File: config.mk
export PLATFORM = sky130hd
export DESIGN_NAME = inst_fetch_unit
export DESIGN_NICKNAME = d
export VERILOG_FILES = /design/src/rtl/inst_fetch_unit.sv
export SDC_FILE = /design/constraint.sdc
export NUM_CORES = 1
export LEC_CHECK = 0
export ABC_CLOCK_PERIOD_IN_PS = 1730
export BUFFER_PORTS_ARGS = -buffer_cell sky130_fd_sc_hd__buf_2
export CORE_UTILIZATION = 45
export CTS_BUF_LIST = sky130_fd_sc_hd__clkbuf_2
export DETAILED_ROUTE_END_ITERATION = 10
export HOLD_SLACK_MARGIN = 0.08
export PLACE_DENSITY = 0.87
export SETUP_SLACK_MARGIN = 0.02
export SLEW_MARGIN = 40
export SYNTH_ARGS = -nofsm -noshare
export SYNTH_HDL_FRONTEND = slang
export SYNTH_SLANG_ARGS = --single-unit
File: constraint.sdc
create_clock -name clk -period 1.73 [get_ports clk]
set_input_delay 0.173 -clock clk [delete_from_list [all_inputs] [get_ports clk]]
set_output_delay 0.173 -clock clk [all_outputs]
set_load 0.1 [all_outputs]
File: src/rtl/inst_fetch_unit.sv
//==============================================================================
// Module      : inst_fetch_unit
// Description : MIPS F-stage instruction fetch front end. Holds pcF, issues
//               one request at a time on the instruction-side SRAM-like bus,
//               presents the fetched word to decode with a valid/stall
//               handshake and discards in-flight fetches on a PC redirect.
//               Optional feature macro: FETCH_ADDR_EXC_EN (misaligned pcF
//               raises adelF instead of issuing a request).
// Revision    : 1.0 - initial release
//==============================================================================
`default_nettype none

module inst_fetch_unit #(
    parameter logic [31:0] RESET_PC = 32'hBFC00000
) (
    input  logic        clk,
    input  logic        resetn,
    input  logic        stallF,
    input  logic        redirectM,
    input  logic [31:0] pc_next,
    output logic        inst_req,
    output logic [31:0] inst_addr,
    input  logic        inst_addr_ok,
    input  logic        inst_data_ok,
    input  logic [31:0] inst_rdata,
    output logic [31:0] pcF,
    output logic [31:0] pcplus4F,
    output logic [31:0] instrF,
    output logic        instr_validF,
    output logic        adelF
);

    // REQ: request on the bus; WAIT: accepted, data pending;
    // VALID: word presented to decode; CANCEL: pending data will be dropped.
    typedef enum logic [1:0] {
        ST_REQ    = 2'd0,
        ST_WAIT   = 2'd1,
        ST_VALID  = 2'd2,
        ST_CANCEL = 2'd3
    } state_t;

    state_t      r_state;
    logic [31:0] r_pc;
    logic [31:0] r_instr;
    logic        r_valid;
    logic        w_pc_misaligned;
    logic        w_accept;

`ifdef FETCH_ADDR_EXC_EN
    logic        r_adel;

    // A misaligned PC is never put on the bus; it traps to an address error.
    assign w_pc_misaligned = |r_pc[1:0];
    assign adelF           = r_adel;
`else
    // Without the exception feature a misaligned PC is issued unchanged.
    assign w_pc_misaligned = 1'b0;
    assign adelF           = 1'b0;
`endif

    // Bus request is decoded from registered state only.
    assign inst_req  = (r_state == ST_REQ) && !w_pc_misaligned;
    assign inst_addr = r_pc;
    assign w_accept  = inst_req && inst_addr_ok;

    assign pcF          = r_pc;
    assign pcplus4F     = r_pc + 32'd4;
    assign instrF       = r_instr;
    assign instr_validF = r_valid;

    // Fetch state machine with registered PC, instruction and flags.
    always_ff @(posedge clk or negedge resetn) begin
        if (!resetn) begin
            r_state <= ST_REQ;
            r_pc    <= RESET_PC;
            r_instr <= 32'd0;
            r_valid <= 1'b0;
`ifdef FETCH_ADDR_EXC_EN
            r_adel  <= 1'b0;
`endif
        end else begin
            case (r_state)
                ST_REQ: begin
`ifdef FETCH_ADDR_EXC_EN
                    // A redirect overrides the trap: the misaligned PC was on
                    // the wrong path.
                    if (w_pc_misaligned && !redirectM) begin
                        r_instr <= 32'd0;
                        r_adel  <= 1'b1;
                        r_valid <= 1'b1;
                        r_state <= ST_VALID;
                    end else
`endif
                    if (w_accept) begin
                        if (redirectM) begin
                            // Old address already accepted: drop its data.
                            r_pc    <= pc_next;
                            r_state <= ST_CANCEL;
                        end else begin
                            r_state <= ST_WAIT;
                        end
                    end else if (redirectM) begin
                        r_pc <= pc_next;
                    end
                end

                ST_WAIT: begin
                    if (inst_data_ok) begin
                        if (redirectM) begin
                            r_pc    <= pc_next;
                            r_state <= ST_REQ;
                        end else begin
                            r_instr <= inst_rdata;
                            r_valid <= 1'b1;
                            r_state <= ST_VALID;
                        end
                    end else if (redirectM) begin
                        r_pc    <= pc_next;
                        r_state <= ST_CANCEL;
                    end
                end

                ST_VALID: begin
                    // Redirect wins over a decode stall.
                    if (redirectM || !stallF) begin
                        r_valid <= 1'b0;
                        r_pc    <= pc_next;
`ifdef FETCH_ADDR_EXC_EN
                        r_adel  <= 1'b0;
`endif
                        r_state <= ST_REQ;
                    end
                end

                ST_CANCEL: begin
                    if (redirectM) begin
                        r_pc <= pc_next;
                    end
                    if (inst_data_ok) begin
                        r_state <= ST_REQ;
                    end
                end

                default: begin
                    r_state <= ST_REQ;
                end
            endcase
        end
    end

endmodule

`default_nettype wire

==> results of run 1 <==
[kinds of logic after synthesis]
logic type	count (synthesis)	synth area share (%)
AO/OA/AOI/OAI	6	0.9679
XOR/XNOR	29	7.558
adder cells (fa/ha/maj)	1	0.3722
flip-flops	67	50.22
multiplexers	64	21.44
buffers and inverters	46	9.270
AND/OR/NAND/NOR	57	10.05
other	1	0.1116
[cells in the mapped netlist (2+ instances only)]
| master | number |
|---|---|
| and3_1 | 4 |
| xnor2_1 | 21 |
| nand2_1 | 12 |
| buf_2 | 6 |
| nor4_4 | 2 |
| o21ai_0 | 3 |
| xor2_1 | 8 |
| dfstp_2 | 9 |
| inv_1 | 5 |
| nor2_1 | 11 |
| nor3_1 | 4 |
| dfrtp_1 | 58 |
| nand3_1 | 11 |
| buf_4 | 35 |
| mux2_2 | 57 |
| nand4_1 | 7 |
| mux2_1 | 7 |
| a21oi_1 | 2 |
[metrics by stage]
stage	hold WS (ns)	setup slack, ns	area, um^2	std cells
floorplan	-0.1226	-0.8414	3999	271
global placement	0.2104	-0.2107	5687	581
detailed placement	0.2183	-0.3055	5687	581
==> flow_summary_export.csv, run 1 <==
group,metric,value,unit
place,port_buffers,199,
logic_synthesis,synthTopCellsByArea,"dfrtp_1, mux2_2, buf_4, dfstp_2, xnor2_1",
die,placementRows,31,
clock_tree,clockRootBuffer,"clkbuf_2",
logic_synthesis,synth_top_cell_by_area,"dfrtp_1",
clock_tree,ctsHtreeMaxLevel,3,
die,pin_count,201,
run_status,status,"aborted with a tool error",
logic_synthesis,netlist_instances,271,
clock_tree,cts_buffer_depth,2,
logic_synthesis,syn_area_per_cell,12.40,um^2
logic_synthesis,syn-cell-area,3361,um^2
clock_tree,hold_buffers,67,
die,die_y,88.42,um
logic_synthesis,yosysWarnings,0,
clock_tree,cts_buffers,9,
run_status,error,"[ERROR DPL-0033] detailed placement checks failed during check placement.",
die,die_w,88.42,um
clock_tree,cts_resized,132,
run_status,failed_stage,"clock tree synthesis (4_1_cts)",
die,start_util,46.33,%
logic_synthesis,synth_cell_types,27,
place,hpwlAfterDp,7.839,mm
logic_synthesis,yosysSeqAreaShare,50.22,%
logic_synthesis,yosysTopAreaCellShare,43.19,%
logic_synthesis,synth_enable_flop_cells,0,
logic_synthesis,async_flop_share,100.0,%
logic_synthesis,syn_nets,342,
place,gp_congestion,0.8073,
clock_tree,postCtsSetupBuffers,14,
logic_synthesis,dominantRegCellSynth,"dfrtp_1",
clock_tree,clock_sinks,67,
logic_synthesis,synth-seq-cells,67,
==> inputs of run 2 (changes only) <==
CORE_UTILIZATION = 40   (was 45)
CTS_BUF_LIST = unset   (was sky130_fd_sc_hd__clkbuf_2)
HOLD_SLACK_MARGIN = unset   (was 0.08)
PLACE_DENSITY = unset   (was 0.87)
PLACE_DENSITY_LB_ADDON = 0.15   (was unset)
SETUP_SLACK_MARGIN = unset   (was 0.02)
==> flow_summary_export.csv, run 2 <==
group,metric,value,unit
die,pin_count,201,
logic_synthesis,synth_top_cell_by_area,"dfrtp_1",
setup_path,required,1.56,ns
setup_path,arrival,2.16,ns
logic_synthesis,async_flop_share,100.0,%
logic_synthesis,syn-cell-area,3361,um^2
sta,finalCritPeriodShare,134.6,%
sta,post-route-min-period,2.329,ns
global_routing,track_usage,20.75,%
global_routing,grt_pass1_wl,14.08,mm
logic_synthesis,yosysTopAreaCellShare,43.19,%
setup_path,worstPathMaxFanout,2,
die,start_util,41.11,%
die,die_w,93.66,um
place,place_area,5729,um^2
flow_run,cap_violations,0,
sta,setup_ws,-0.5994,ns
clock_tree,clockRootBuffer,"clkbuf_8",
global_routing,grt.overflow.total,0,
finish,mostFrequentLayoutCells,"buf_2, mux2_2, buf_4",
logic_synthesis,yosysSeqAreaShare,50.22,%
setup_path,worstRegToRegCells,4,
setup_path,worst-r2r-setup-slack,0.26,ns
setup_path,startpoint_type,"flop",
die,die-area,8772,um^2
finish,final_common_cell,"buf_2",
setup_path,rr_startpoint,"r_state[0]$_DFFE_PN0P_",
logic_synthesis,syn_nets,342,
drt,drt_iter0_markers,36,
clock_tree,cts_tree,"yes",
drt,routed_wl,9.480,mm
logic_synthesis,synthTopCellsByCount,"dfrtp_1, mux2_2, buf_4",
sta,slew_viol_final,0,
drt,drc,0,
worst_hold_path,hold_depth,2,
clock_tree,clk_pin_slew_worst_paths,0.08,ns
clock_tree,clock_sinks,67,
clock_tree,cts_buffers,9,
setup_path,path_class,"flop to output port",
sta,setup_viol,26,
setup_path,end_kind,"output port",
global_routing,grt_pass1_vias,2928,
finish,layout.nets,578,
sta,hold_viol,0,
logic_synthesis,synth_most_common_cell,"dfrtp_1",
drt,ant_nets,0,
worst_hold_path,hold_start,"pc_next[10]",
drt,dr.pass1.iters,4,
drt,routedWlPerCell,15.36,um
setup_path,worstReg2RegEnd,"instrF[12]$_DFFE_PN0P_",
logic_synthesis,synth-seq-cells,67,
logic_synthesis,synthTopCellsByArea,"dfrtp_1, mux2_2, buf_4, dfstp_2, xnor2_1",
sta,grt_setup_unrepaired,"true",
drt,route.vias.total,2965,
place,gp_congestion,0.7894,
clock_tree,ctsHtreeMaxLevel,3,
logic_synthesis,dominantRegCellSynth,"dfrtp_1",
die,die_y,93.66,um
logic_synthesis,yosysWarnings,0,
logic_synthesis,synth_cell_types,27,
die,coreArea,8175,um^2
logic_synthesis,syn_area_per_cell,12.40,um^2
clock_tree,cts_buffer_depth,2,
finish,diodes,0,
run_status,violations,"negative setup slack",
finish,area_delta_synth_final,91.73,%
sta,fmax,429.3,MHz
place,port_buffers,199,
global_routing,grt_max_degree,68,
logic_synthesis,netlist_instances,271,
worst_hold_path,min_delay_worst_endpoint,"inst_addr[10]$_DFFE_PN0P_",
run_status,status,"finished with violations",
worst_hold_path,hold_path.class,"primary input to flop",
sta,tns,-10.41,ns
clock_tree,worstSkewPairLatency,0.32,ns
place,hpwlAfterDp,6.560,mm
sta,fin_skew,0.006590,ns
global_routing,antenna_found_initial,0,
finish,final_area,6444,um^2
finish,final_layout_size_suffix_gt1_share,83.79,%
drt,routed_via_density,4.806,
logic_synthesis,synth_enable_flop_cells,0,
die,placementRows,33,
==> run 2: kinds of logic (layout without fill, tap and decap cells) <==
logic type	Yosys count	after routing	share of synthesized area, %
muxes	64	64	21.44
other	1	1	0.1116
and+or+nand+nor	57	57	10.05
adders and majority gates	1	1	0.3722
xor gates and xnor gates	29	29	7.558
DFF	67	67	50.22
buffers and inverters	46	287	9.270
AOI/OAI and AO/OA	6	6	0.9679
==> run 2: metal layers <==
metal,vias to the layer above,GRT usage [%],routed length (um)
met5,-,0,0
met4,0,5.769,173
met3,16,4.126,571
met2,131,37.93,5106
met1,1446,24.67,3628
li1,1372,-,-
==> run 2: repair_timing <==
| action | CTS | global route |
|---|---|---|
| pin swaps | 18 | 18 |
| resized for setup | 34 | 20 |
| gates cloned | 0 | 0 |
| endpoints found under the hold margin | 58 | 0 |
| endpoints found under the setup margin | 27 | 30 |
| hold buffers | 1 | 0 |
| buffers inserted | 11 | 12 |
==> run 2: worst max path at each step <==
stage | start | endpoint | slack [ns] | cells past startpoint
6_report | inst_addr[11]$_DFFE_PN0P_ | pcplus4F[31] | -0.60 | 6
5_1_grt | inst_addr[11]$_DFFE_PN0P_ | pcplus4F[31] | -0.67 | 6
4_1_cts | inst_addr[11]$_DFFE_PN0P_ | pcplus4F[21] | -0.53 | 6
3_5_place_dp | inst_addr[3]$_DFFE_PN0P_ | pcplus4F[28] | -0.24 | 7
3_3_place_gp | inst_addr[3]$_DFFE_PN0P_ | pcplus4F[28] | -0.23 | 7
2_1_floorplan | inst_addr[2]$_DFFE_PN0P_ | pcplus4F[28] | -0.84 | 5
==> run 2: final cells by class <==
cell class                      count  area, um^2
Sequential cell                    67        1779
Clock inverter                      5       85.08
Clock buffer                       11       151.4
Fill cell                         508        1732
Tap cell                          105       131.4
Multi-Input combinational cell    158        2153
Timing Repair Buffer              266        2125
Inverter                            5       18.77
==> run 2: worst max-delay path: stages, from the launching register on <==
cell and delay, ns:
dfrtp_4 0.43, nand4_4 0.12, nor4_4 0.37, buf_4 0.19
nand4_1 0.24, xnor2_4 0.27, buf_12 0.20
==> run 2: metrics by stage <==
| step | utilization (%) | instances | hold slack [ns] | setup slack [ns] |
|---|---|---|---|---|
| after floorplan | - | 271 | -0.1226 | -0.8414 |
| after global placement | 70.08 | 578 | 0.2146 | -0.2269 |
| after detailed placement | 70.08 | 578 | 0.2190 | -0.2422 |
| after CTS | 76.42 | 606 | 0.04439 | -0.5314 |
| after global routing | 78.82 | 617 | 0.04880 | -0.6672 |
| final | 78.82 | 617 | 0.05451 | -0.5994 |
Power of run 2 is not shown: default switching activity piles up to over one toggle a cycle in this logic, so the estimate is an artifact.
